===== config.mk =====
export PLATFORM = sky130hd
export DESIGN_NAME = pll_phase_ctrl_ecp5
export DESIGN_NICKNAME = d
export VERILOG_FILES = /design/src/rtl/pll_phase_pkg.sv /design/src/rtl/pll_phase_ctrl_ecp5_lock_sync.sv /design/src/rtl/pll_phase_ctrl_ecp5.sv
export SDC_FILE = /design/constraint.sdc
export NUM_CORES = 1
export LEC_CHECK = 0
export ABC_AREA = 1
export CORE_UTILIZATION = 35
export CTS_CLUSTER_DIAMETER = 40
export DETAILED_ROUTE_END_ITERATION = 10
export PLACE_DENSITY = 0.65
export REMOVE_ABC_BUFFERS = 1
export SLEW_MARGIN = 25
export SYNTH_ARGS = -nofsm -noshare
export SYNTH_HDL_FRONTEND = slang
export SYNTH_SLANG_ARGS = --single-unit

===== constraint.sdc =====
create_clock -name clk_sys -period 2.65 [get_ports clk_sys]
set_clock_uncertainty 0.15 [all_clocks]
set_input_delay 0.53 -clock clk_sys [delete_from_list [all_inputs] [get_ports clk_sys]]
set_output_delay 0.53 -clock clk_sys [all_outputs]
set_load 0.02 [all_outputs]

===== src/rtl/pll_phase_pkg.sv =====
// Shared types and constants for the ECP5 PLL dynamic phase controller.
package pll_phase_pkg;

  localparam int PLL_NUM_OUTPUTS = 4;

  typedef enum logic [1:0] {
    SEL_CLKOP  = 2'd0,
    SEL_CLKOS  = 2'd1,
    SEL_CLKOS2 = 2'd2,
    SEL_CLKOS3 = 2'd3
  } pll_out_sel_e;

  typedef logic [7:0] phase_pos_t;

  // IDLE wait req | SETUP sel/dir settle | STEP_HI/STEP_GAP pulse | LOAD loadreg | LOCK_WAIT relock | DONE pulse
  typedef enum logic [2:0] {
    ST_IDLE      = 3'd0,
    ST_SETUP     = 3'd1,
    ST_STEP_HI   = 3'd2,
    ST_STEP_GAP  = 3'd3,
    ST_LOAD      = 3'd4,
    ST_LOCK_WAIT = 3'd5,
    ST_DONE      = 3'd6
  } pll_state_e;

  function automatic phase_pos_t phase_step(input phase_pos_t pos, input logic dir);
    return dir ? phase_pos_t'(pos - 8'd1) : phase_pos_t'(pos + 8'd1);
  endfunction

endpackage


===== src/rtl/pll_phase_ctrl_ecp5_lock_sync.sv =====
// Two-flop synchronizer bringing the asynchronous PLL LOCK into clk_sys.
module pll_lock_sync (
  input  logic clk_sys,
  input  logic rst_sys,
  input  logic async_i,
  output logic sync_o
);

  logic meta_q;
  logic sync_q;

  always_ff @(posedge clk_sys) begin
    if (rst_sys) begin
      meta_q <= 1'b0;
      sync_q <= 1'b0;
    end else begin
      meta_q <= async_i;
      sync_q <= meta_q;
    end
  end

  assign sync_o = sync_q;

endmodule


===== src/rtl/pll_phase_ctrl_ecp5.sv =====
// Sequencer for the EHXPLLL dynamic phase-adjust port: stepping, relock wait, done/err reporting.
// Define PLL_PHASE_CTRL_LOAD_EN to insert a PHASELOADREG pulse between the last step and lock wait.
module pll_phase_ctrl_ecp5
  import pll_phase_pkg::*;
#(
  parameter int STEP_HI_CYCLES     = 4,
  parameter int STEP_GAP_CYCLES    = 8,
  parameter int SETUP_CYCLES       = 2,
  parameter int LOCK_STABLE_CYCLES = 16,
  parameter int LOCK_TIMEOUT       = 65535
) (
  input  logic        clk_sys,
  input  logic        rst_sys,
  input  logic        req_valid_i,
  output logic        req_ready_o,
  input  logic [1:0]  req_sel_i,
  input  logic        req_dir_i,
  input  logic [7:0]  req_steps_i,
  output logic        done_o,
  output logic        err_o,
  output logic [31:0] phase_pos_o,
  input  logic        pll_lock_i,
  output logic [1:0]  pll_phasesel_o,
  output logic        pll_phasedir_o,
  output logic        pll_phasestep_o,
  output logic        pll_phaseloadreg_o
);

  localparam logic [15:0] SETUP_LD    = 16'(SETUP_CYCLES - 1);
  localparam logic [15:0] HI_LD       = 16'(STEP_HI_CYCLES - 1);
  localparam logic [15:0] GAP_LD      = 16'(STEP_GAP_CYCLES - 1);
  localparam logic [15:0] TMO_LD      = 16'(LOCK_TIMEOUT - 1);
  localparam logic [15:0] STABLE_LAST = 16'(LOCK_STABLE_CYCLES - 1);

  pll_state_e   state_q, state_d;
  logic [15:0]  cnt_q, cnt_d;
  logic [15:0]  stable_q, stable_d;
  logic [7:0]   steps_q, steps_d;
  pll_out_sel_e sel_q, sel_d;
  logic         dir_q, dir_d;
  logic         err_q, err_d;
  phase_pos_t   pos_q [PLL_NUM_OUTPUTS];
  phase_pos_t   pos_d [PLL_NUM_OUTPUTS];
  logic         ready_q, done_q, step_q;
  logic         lock_s;
  logic         cnt_zero;

  pll_lock_sync u_lock_sync (
    .clk_sys (clk_sys),
    .rst_sys (rst_sys),
    .async_i (pll_lock_i),
    .sync_o  (lock_s)
  );

  assign cnt_zero = (cnt_q == 16'd0);

  // One shared down-counter; each state reloads it on exit for the next phase.
  always_comb begin
    state_d  = state_q;
    cnt_d    = cnt_zero ? cnt_q : cnt_q - 16'd1;
    stable_d = stable_q;
    steps_d  = steps_q;
    sel_d    = sel_q;
    dir_d    = dir_q;
    err_d    = err_q;
    pos_d    = pos_q;

    case (state_q)
      ST_IDLE: begin
        if (req_valid_i && ready_q) begin
          sel_d   = pll_out_sel_e'(req_sel_i);
          dir_d   = req_dir_i;
          steps_d = req_steps_i;
          err_d   = 1'b0;
          cnt_d   = SETUP_LD;
          state_d = ST_SETUP;
        end
      end
      ST_SETUP: begin
        if (cnt_zero) begin
          if (steps_q != 8'd0) begin
            cnt_d   = HI_LD;
            state_d = ST_STEP_HI;
          end else begin
            state_d = ST_DONE;
          end
        end
      end
      ST_STEP_HI: begin
        if (cnt_zero) begin
          steps_d        = steps_q - 8'd1;
          pos_d[sel_q]   = phase_step(pos_q[sel_q], dir_q);
          cnt_d          = GAP_LD;
          state_d        = ST_STEP_GAP;
        end
      end
      ST_STEP_GAP: begin
        if (cnt_zero) begin
          if (steps_q != 8'd0) begin
            cnt_d   = HI_LD;
            state_d = ST_STEP_HI;
          end else begin
`ifdef PLL_PHASE_CTRL_LOAD_EN
            cnt_d   = HI_LD;
            state_d = ST_LOAD;
`else
            cnt_d    = TMO_LD;
            stable_d = 16'd0;
            state_d  = ST_LOCK_WAIT;
`endif
          end
        end
      end
      ST_LOAD: begin
        if (cnt_zero) begin
          cnt_d    = TMO_LD;
          stable_d = 16'd0;
          state_d  = ST_LOCK_WAIT;
        end
      end
      ST_LOCK_WAIT: begin
        // A stable lock reached on the last timeout cycle still counts as success.
        stable_d = lock_s ? stable_q + 16'd1 : 16'd0;
        if (lock_s && (stable_q == STABLE_LAST)) begin
          state_d = ST_DONE;
        end else if (cnt_zero) begin
          err_d   = 1'b1;
          state_d = ST_DONE;
        end
      end
      ST_DONE: begin
        state_d = ST_IDLE;
      end
      default: begin
        state_d = ST_IDLE;
      end
    endcase
  end

  always_ff @(posedge clk_sys) begin
    if (rst_sys) begin
      state_q  <= ST_IDLE;
      cnt_q    <= 16'd0;
      stable_q <= 16'd0;
      steps_q  <= 8'd0;
      sel_q    <= SEL_CLKOP;
      dir_q    <= 1'b0;
      err_q    <= 1'b0;
      pos_q    <= '{default: '0};
      ready_q  <= 1'b1;
      done_q   <= 1'b0;
      step_q   <= 1'b0;
    end else begin
      state_q  <= state_d;
      cnt_q    <= cnt_d;
      stable_q <= stable_d;
      steps_q  <= steps_d;
      sel_q    <= sel_d;
      dir_q    <= dir_d;
      err_q    <= err_d;
      pos_q    <= pos_d;
      ready_q  <= (state_d == ST_IDLE);
      done_q   <= (state_d == ST_DONE);
      step_q   <= (state_d == ST_STEP_HI);
    end
  end

`ifdef PLL_PHASE_CTRL_LOAD_EN
  logic load_q;

  always_ff @(posedge clk_sys) begin
    if (rst_sys) begin
      load_q <= 1'b0;
    end else begin
      load_q <= (state_d == ST_LOAD);
    end
  end

  assign pll_phaseloadreg_o = load_q;
`else
  assign pll_phaseloadreg_o = 1'b0;
`endif

  for (genvar k = 0; k < PLL_NUM_OUTPUTS; k++) begin : g_pos
    assign phase_pos_o[8*k +: 8] = pos_q[k];
  end

  assign req_ready_o     = ready_q;
  assign done_o          = done_q;
  assign err_o           = err_q;
  assign pll_phasesel_o  = sel_q;
  assign pll_phasedir_o  = dir_q;
  assign pll_phasestep_o = step_q;

endmodule


==> results.md, run 1 <==
- Die X-Extent: about 120 µm
- Drt first pass iters: 5
- Final design utilization: between 40% and 50%
- Top post-synthesis cells by area: dfxtp_1, nand2_1, nor2_1
- DRT iter0 DRCs: roughly 210
- Power after layout: between 6 and 7 mW
- Total number of vias: between 4k and 5k
- Flops & latches, synth: 84
- Wire per inst: 13.33 µm
- Clk buf depth: 2
- Yosys warns: 0
- R2r setup slk: roughly 160 ps
- Total grt overflow: 0
- Post-Syn Instances: roughly 700
- Synth async-reset ratio: 0%
- RSZ-0062 raised after global routing: false
- Routed WL: between 10,000 and 15,000 µm
- Max-cap violation count: 0
- Crit path largest cell delay: 420 ps
- Buf/Inv on CP: 1
- DIE HEIGHT: around 120 µm
- Largest net degree at the start of global routing: 40
- Starting Density: a little over a third
- Leakage power total: 2.733 nW
- Worst r2r path cells: 9
- Port bufs: 53
- PD cells: around 1000 nW/µm²
- Hold path startpoint: u_lock_sync.meta_q$_SDFF_PP0_
- Primary FF master, synth: dfxtp_1
- Post-layout min period: about 2500 ps
- Synth top area share: 33.88%
- Crit path kind: reg2reg
- Outcome: complete, no violations
- CTS clk-pin slew, worst paths: around 60 ps
- Die area: roughly 15,000 µm²
- Drt drc: 0
- Slowest CP cell: dfxtp_2
- Cell Count, Final, Fillers Out: 947
- Worst-Skew Late Latency: ~340 ps
- Total Routing Usage GR: around 18%
- Antenna Cells: 0
- Count of cell types in the netlist: between 50 and 60
- Hold Vio Cnt, Final: 0
- Post-route cell area: ~6000 µm²
- Hold_buf cts: 0
- # setup viols final: 0
- Worst hold stages: 2
- Final WS setup: about 160 ps
- Dpl cell area: 5737 µm²
- Mapped Area: slightly below 5000 µm²
- Vias in the first global route: between 4k and 5k
- Ratio of cells with drive above 1 in the final layout: between 10% and 20%
- Worst-path cell chain: nor2_1 > buf_4 > a22oi_1 > o221ai_1 > ha_1 > a21o_1 > a31oi_1 > xor2_2 > a21oi_1
- Max Fclk: ~0.4 GHz
- Placed insts: slightly above 900
- ANT nets after route: 0
- CTS tree: yes
- Family with the most delay on the worst path: compound AO/OA/AOI/OAI gates
- RePlAce Congestion: 0.9051
- CTS Buf Count: 9
- Core area: 13,880 µm²
- Data required, critical path: approximately 2700 ps
- First-pass GRT wire length: 21,180 µm
- Post-synth EDFFs: 0
- Hold slack: ~250 ps
- Seq/Total Area, Yosys: between 30% and 40%
- CTS H-tree lvls: 3
- Max VDD drop: ~430 µV
- Critical path peak fanout: 6
- Hold path endpoint: u_lock_sync.sync_o$_SDFF_PP0_
- Post-DP HPWL: around 9200 µm
- Syn_area_per_cell: 7.081 µm²
- Antenna violations before repair: 0
- Pins Over Slew Limit: 0
- Reg2Reg Launch Point: pll_phasesel_o[0]$_SDFFE_PP0P_
- I/O Pins: between 50 and 60
- Layout Nets: 789
- Setup crit end kind: flip-flop
- Setup TNS: 0 ps
- Hold crit path type: reg2reg
- Syn-to-layout area delta: 21.65%
- Avg Vias per Cell: just under 5
- Pre-CTS setup slack: just over 50 ps
- Startpoint types: flip-flop
- Worst path arrival time: 2560 ps
- CTS root buf: clkbuf_16
- # clock sinks: 84
- Num rows: between 40 and 50
- Largest area contributor in the netlist: dfxtp_1
- Tcrit/Tclk final: between 90% and 100%
- Critical R2R Capture: phase_pos_o[28]$_SDFFE_PP0P_
[worst min-delay path, stage by stage, from the launching register on]
cell     delay [ps]
dfxtp_1         290
inv_1            40
nor2_1           30
[cell usage after synthesis (2+ instances only)]
library cell  number
inv_2             14
nand2_1          145
nand3b_1           4
xor2_1            11
inv_4              2
nand2_4            7
nor3_2             2
nor2_8             7
o21ai_2            5
nor2_4             7
ha_1              11
inv_1             74
a31o_2             2
o221ai_1           2
nor2_1            77
a211oi_1           2
o21ai_1           10
nor3_1            10
o21ai_0           40
nand2_2           11
a21oi_2            5
nand4_1            7
clkbuf_1           7
o211ai_1           2
nor2_2             9
dfxtp_1           84
buf_2              2
a22oi_1            7
a31oi_1            3
buf_4              4
o21bai_1           2
xnor2_1            4
buf_6              2
a21oi_1           55
nand3_1           47
[state kept, by name (all words and copies together), names as in the netlist]
signal and count:
req_ready_o 1, pll_phasedir_o 1, pll_phasestep_o 1, state_q 3, pll_phasesel_o 2, u_lock_sync.meta_q 1, done_o 1, u_lock_sync.sync_o 1
err_o 1, stable_q 16, steps_q 8, phase_pos_o 32, cnt_q 16
[routing by layer]
metal	global-route usage [%]	routed length, µm	vias up
met3	3.665	641	25
met1	23.68	5822	2086
met4	6.173	221	0
met5	0	0	-
li1	-	-	2405
met2	30.25	5933	101
[cells in the final DEF, fill, tap and decap left out, types with 10 or more instances in the layout]
| master | instances |
|---|---|
| nand2_1 | 145 |
| dfxtp_1 | 82 |
| nor2_1 | 76 |
| inv_1 | 74 |
| a21oi_1 | 54 |
| clkdlybuf4s50_1 | 53 |
| nand3_1 | 47 |
| o21ai_0 | 40 |
| inv_2 | 14 |
| buf_4 | 12 |
| nand2_2 | 11 |
| ha_1 | 11 |
| o21ai_1 | 10 |
| nor3_1 | 10 |
| nor2_2 | 10 |
[timing repair]
action	4_1_cts	5_1_grt
endpoints found under the setup margin	0	20
buffers inserted	0	0
gates resized for setup	0	8
[final cells by class]
type	instances	area, µm²
Timing Repair Buffer	66	640.6
Sequential cell	84	1684
Clock buffer	14	254.0
Tap cell	180	225.2
Clock inverter	2	10.01
Inverter	92	355.3
Multi-Input combinational cell	509	2869
Fill cell	1452	7843
[power by group]
group | leakage, nW | total (mW) | internal (mW) | switching (mW)
registers | 0.682 | 1.66 | 1.47 | 0.190
clock network | 0.131 | 1.17 | 0.660 | 0.507
logic | 1.92 | 3.29 | 1.16 | 2.13
total | 2.73 | 6.12 | 3.29 | 2.83
[cells by family after synthesis]
family | after synthesis | synth area share [%]
AOI/OAI and AO/OA | 143 | 16.99
xor gates and xnor gates | 15 | 2.647
adders and majority gates | 12 | 3.176
buffers and inverters | 108 | 9.024
DFF | 84 | 33.88
other | 1 | 0.07555
and+or+nand+nor | 338 | 34.21
[how the worst max path moves through the flow]
| stage | startpoint | to | depth (start not counted) |
|---|---|---|---|
| floorplan | pll_phasesel_o[0]$_SDFFE_PP0P_ | phase_pos_o[19]$_SDFFE_PP0P_ | 13 |
| global placement | pll_phasesel_o[0]$_SDFFE_PP0P_ | phase_pos_o[11]$_SDFFE_PP0P_ | 13 |
| detailed placement | pll_phasesel_o[0]$_SDFFE_PP0P_ | phase_pos_o[11]$_SDFFE_PP0P_ | 13 |
| CTS | pll_phasesel_o[0]$_SDFFE_PP0P_ | phase_pos_o[11]$_SDFFE_PP0P_ | 13 |
| global route | pll_phasesel_o[0]$_SDFFE_PP0P_ | phase_pos_o[7]$_SDFFE_PP0P_ | 13 |
| finish | pll_phasesel_o[0]$_SDFFE_PP0P_ | phase_pos_o[28]$_SDFFE_PP0P_ | 9 |
Note: power is estimated with default switching activity, not from simulation.
==> inputs of run 2 (changes only) <==
- SYNTH_HIERARCHICAL: unset -> 1
==> results.md, run 2 <==
- Most common cell in the netlist: nand2_1
- Starting Density: between 30% and 40%
- Placed insts: 950
- Die X-Extent: 119.6 µm
- Most frequent cells after synthesis: nand2_1, nor2_1, inv_1, dfxtp_1, a21oi_1
- Post-Syn Instances: 722
- CTS H-tree lvls: 3
- Hold Vio Cnt, Final: 0
- # setup viols final: 0
- Core area: between 10,000 and 15,000 µm²
- Dpl cell area: about 5600 µm²
- Max VDD drop: 395.9 µV
- Crit path kind: reg2reg
- Syn-to-layout area delta: 23.20%
- First-pass GRT wire length: about 21,000 µm
- Reg2Reg Launch Point: pll_phasesel_o[0]$_SDFFE_PP0P_
- Outcome: complete, no violations
- Critical path peak fanout: 6
- Power after layout: 5.204 mW
- Layout Nets: a little over 800
- Drt first pass iters: 5
- Antenna violations before repair: 0
- Startpoint types: flip-flop
- Drt drc: 0
- Post-synth EDFFs: 0
- RePlAce Congestion: between 0.9 and 1
- I/O Pins: 55
- Post-DP HPWL: between 8000 and 9000 µm
- DIE HEIGHT: 119.6 µm
- CTS clk-pin slew, worst paths: ~60 ps
- # clock sinks: 84
- Hold slack: between 200 and 300 ps
- Final WS setup: between 150 and 200 ps
- Tcrit/Tclk final: between 90% and 100%
- Top post-synthesis cells by area: dfxtp_1, nand2_1, nor2_1
- Pre-CTS setup slack: roughly 120 ps
- Clk buf depth: 2
- Ratio of cells with drive above 1 in the final layout: under 10%
- RSZ-0062 raised after global routing: true
- Total number of vias: roughly 4.7k
- Worst path arrival time: 2540 ps
- Mapped Area: a little under 5000 µm²
- Wire per inst: 12.77 µm
- Synth async-reset ratio: 0%
- Yosys warns: 6
- DRT iter0 DRCs: 240
- CTS root buf: clkbuf_16
- Setup crit end kind: flip-flop
- Port bufs: 53
- Primary FF master, synth: dfxtp_1
- # fillers: 1,403
- Largest net degree at the start of global routing: 22
- Cell Count, Final, Fillers Out: between 900 and 1k
- Critical path origin: pll_phasesel_o[0]$_SDFFE_PP0P_
- Hold path startpoint: u_lock_sync/meta_q$_SDFF_PP0_
- Worst-Skew Late Latency: 340 ps
- ANT nets after route: 0
- Max Fclk: approximately 0.41 GHz
- Flops & latches, synth: 84
- Leakage power total: approximately 2.7 nW
- Syn_area_per_cell: between 6 and 7 µm²
- Pins Over Slew Limit: 0
- Most frequent cells in the layout: nand2_1, nor2_1, inv_1, dfxtp_1, a21oi_1
- Vias in the first global route: about 4.4k
- Num rows: between 40 and 50
- CTS Buf Count: 9
- Total grt overflow: 0
- PD cells: 872.3 nW/µm²
- Largest area contributor in the netlist: dfxtp_1
- Post-route cell area: about 6000 µm²
- Count of cell types in the netlist: 46
- Final design utilization: ~45%
- Setup TNS: 0 ps
- Largest register FFs: 32
- Avg Vias per Cell: 4.820
- Seq/Total Area, Yosys: 34.73%
- Routed WL: approximately 12,000 µm
- Antenna Cells: 0
- Total Routing Usage GR: between 10% and 20%
- Commonest non-fill, non-tap cell in the layout: nand2_1
- Post-layout min period: around 2500 ps
- Synth top area share: a little over a third
- Data required, critical path: 2730 ps
- Hold crit path type: reg2reg
- Max-cap violation count: 0
- Die area: 14,310 µm²
- CTS tree: yes
## run 2: cells by family (layout without fill, tap and decap cells)
group                      Yosys count  after routing  share of synthesized area (%)
and+or+nand+nor                    356            356                          32.64
AOI/OAI and AO/OA                  138            138                          16.12
DFF                                 84             84                          34.73
adders and majority gates           12             12                          3.256
xor gates and xnor gates            16             16                          2.894
other                                1              1                        0.07745
buffers and inverters              115            183                          10.28
## run 2: worst paths after layout
path | to | slack, ps | cells after the start
max | phase_pos_o[4]$_SDFFE_PP0P_ | 190 | 11
min reg2reg | u_lock_sync/sync_o$_SDFF_PP0_ | 250 | 2
max reg2reg | phase_pos_o[4]$_SDFFE_PP0P_ | 190 | 11
min | u_lock_sync/sync_o$_SDFF_PP0_ | 250 | 2
## run 2: layer usage
metal	global-route usage (%)	wire length (µm)
met1	23.92	5912
met2	29.95	5627
met3	5.133	669
met4	5.156	124
met5	0	0
## run 2: what timing repair did
action                     CTS  global route
hold endpoints to repair     0             0
hold buffers                 0             0
gates resized for setup      0             7
setup buffers                0             0
setup endpoints to repair    0            20
## run 2: cell type report
| cell class | count | area (µm²) | area share (%) |
|---|---|---|---|
| repair buffers | 68 | 643.1 | 10.78 |
| clock inverters | 5 | 83.83 | 1.405 |
| well taps | 176 | 220.2 | 3.691 |
| clock buffers | 11 | 242.7 | 4.069 |
| inverters | 99 | 382.9 | 6.418 |
| flip-flops and latches | 84 | 1683 | 28.21 |
| multi-input cells | 523 | 2710 | 45.43 |
## run 2: critical path: stages, from the launching register on
cell,delay (ps)
dfxtp_1,400
inv_1,90
nor2_1,200
buf_4,210
a22oi_1,80
o221ai_1,70
ha_1,330
a21oi_1,220
nand2_1,130
xor2_2,180
o21ai_0,230
nor2_1,60
## run 2: report_power, final
part           leakage [nW]  internal (mW)  switching [mW]
combinational          1.85          0.804            1.43
sequential            0.682           1.43           0.156
clock                 0.152          0.855           0.528
==> inputs of run 3 (changes only) <==
- CTS_CLUSTER_DIAMETER: 40 -> 80
- SKIP_LAST_GASP: unset -> 1
- SYNTH_HIERARCHICAL: 1 -> unset
==> results of run 3 <==
The final DEF is identical to that of run 1; final timing and power are the same.
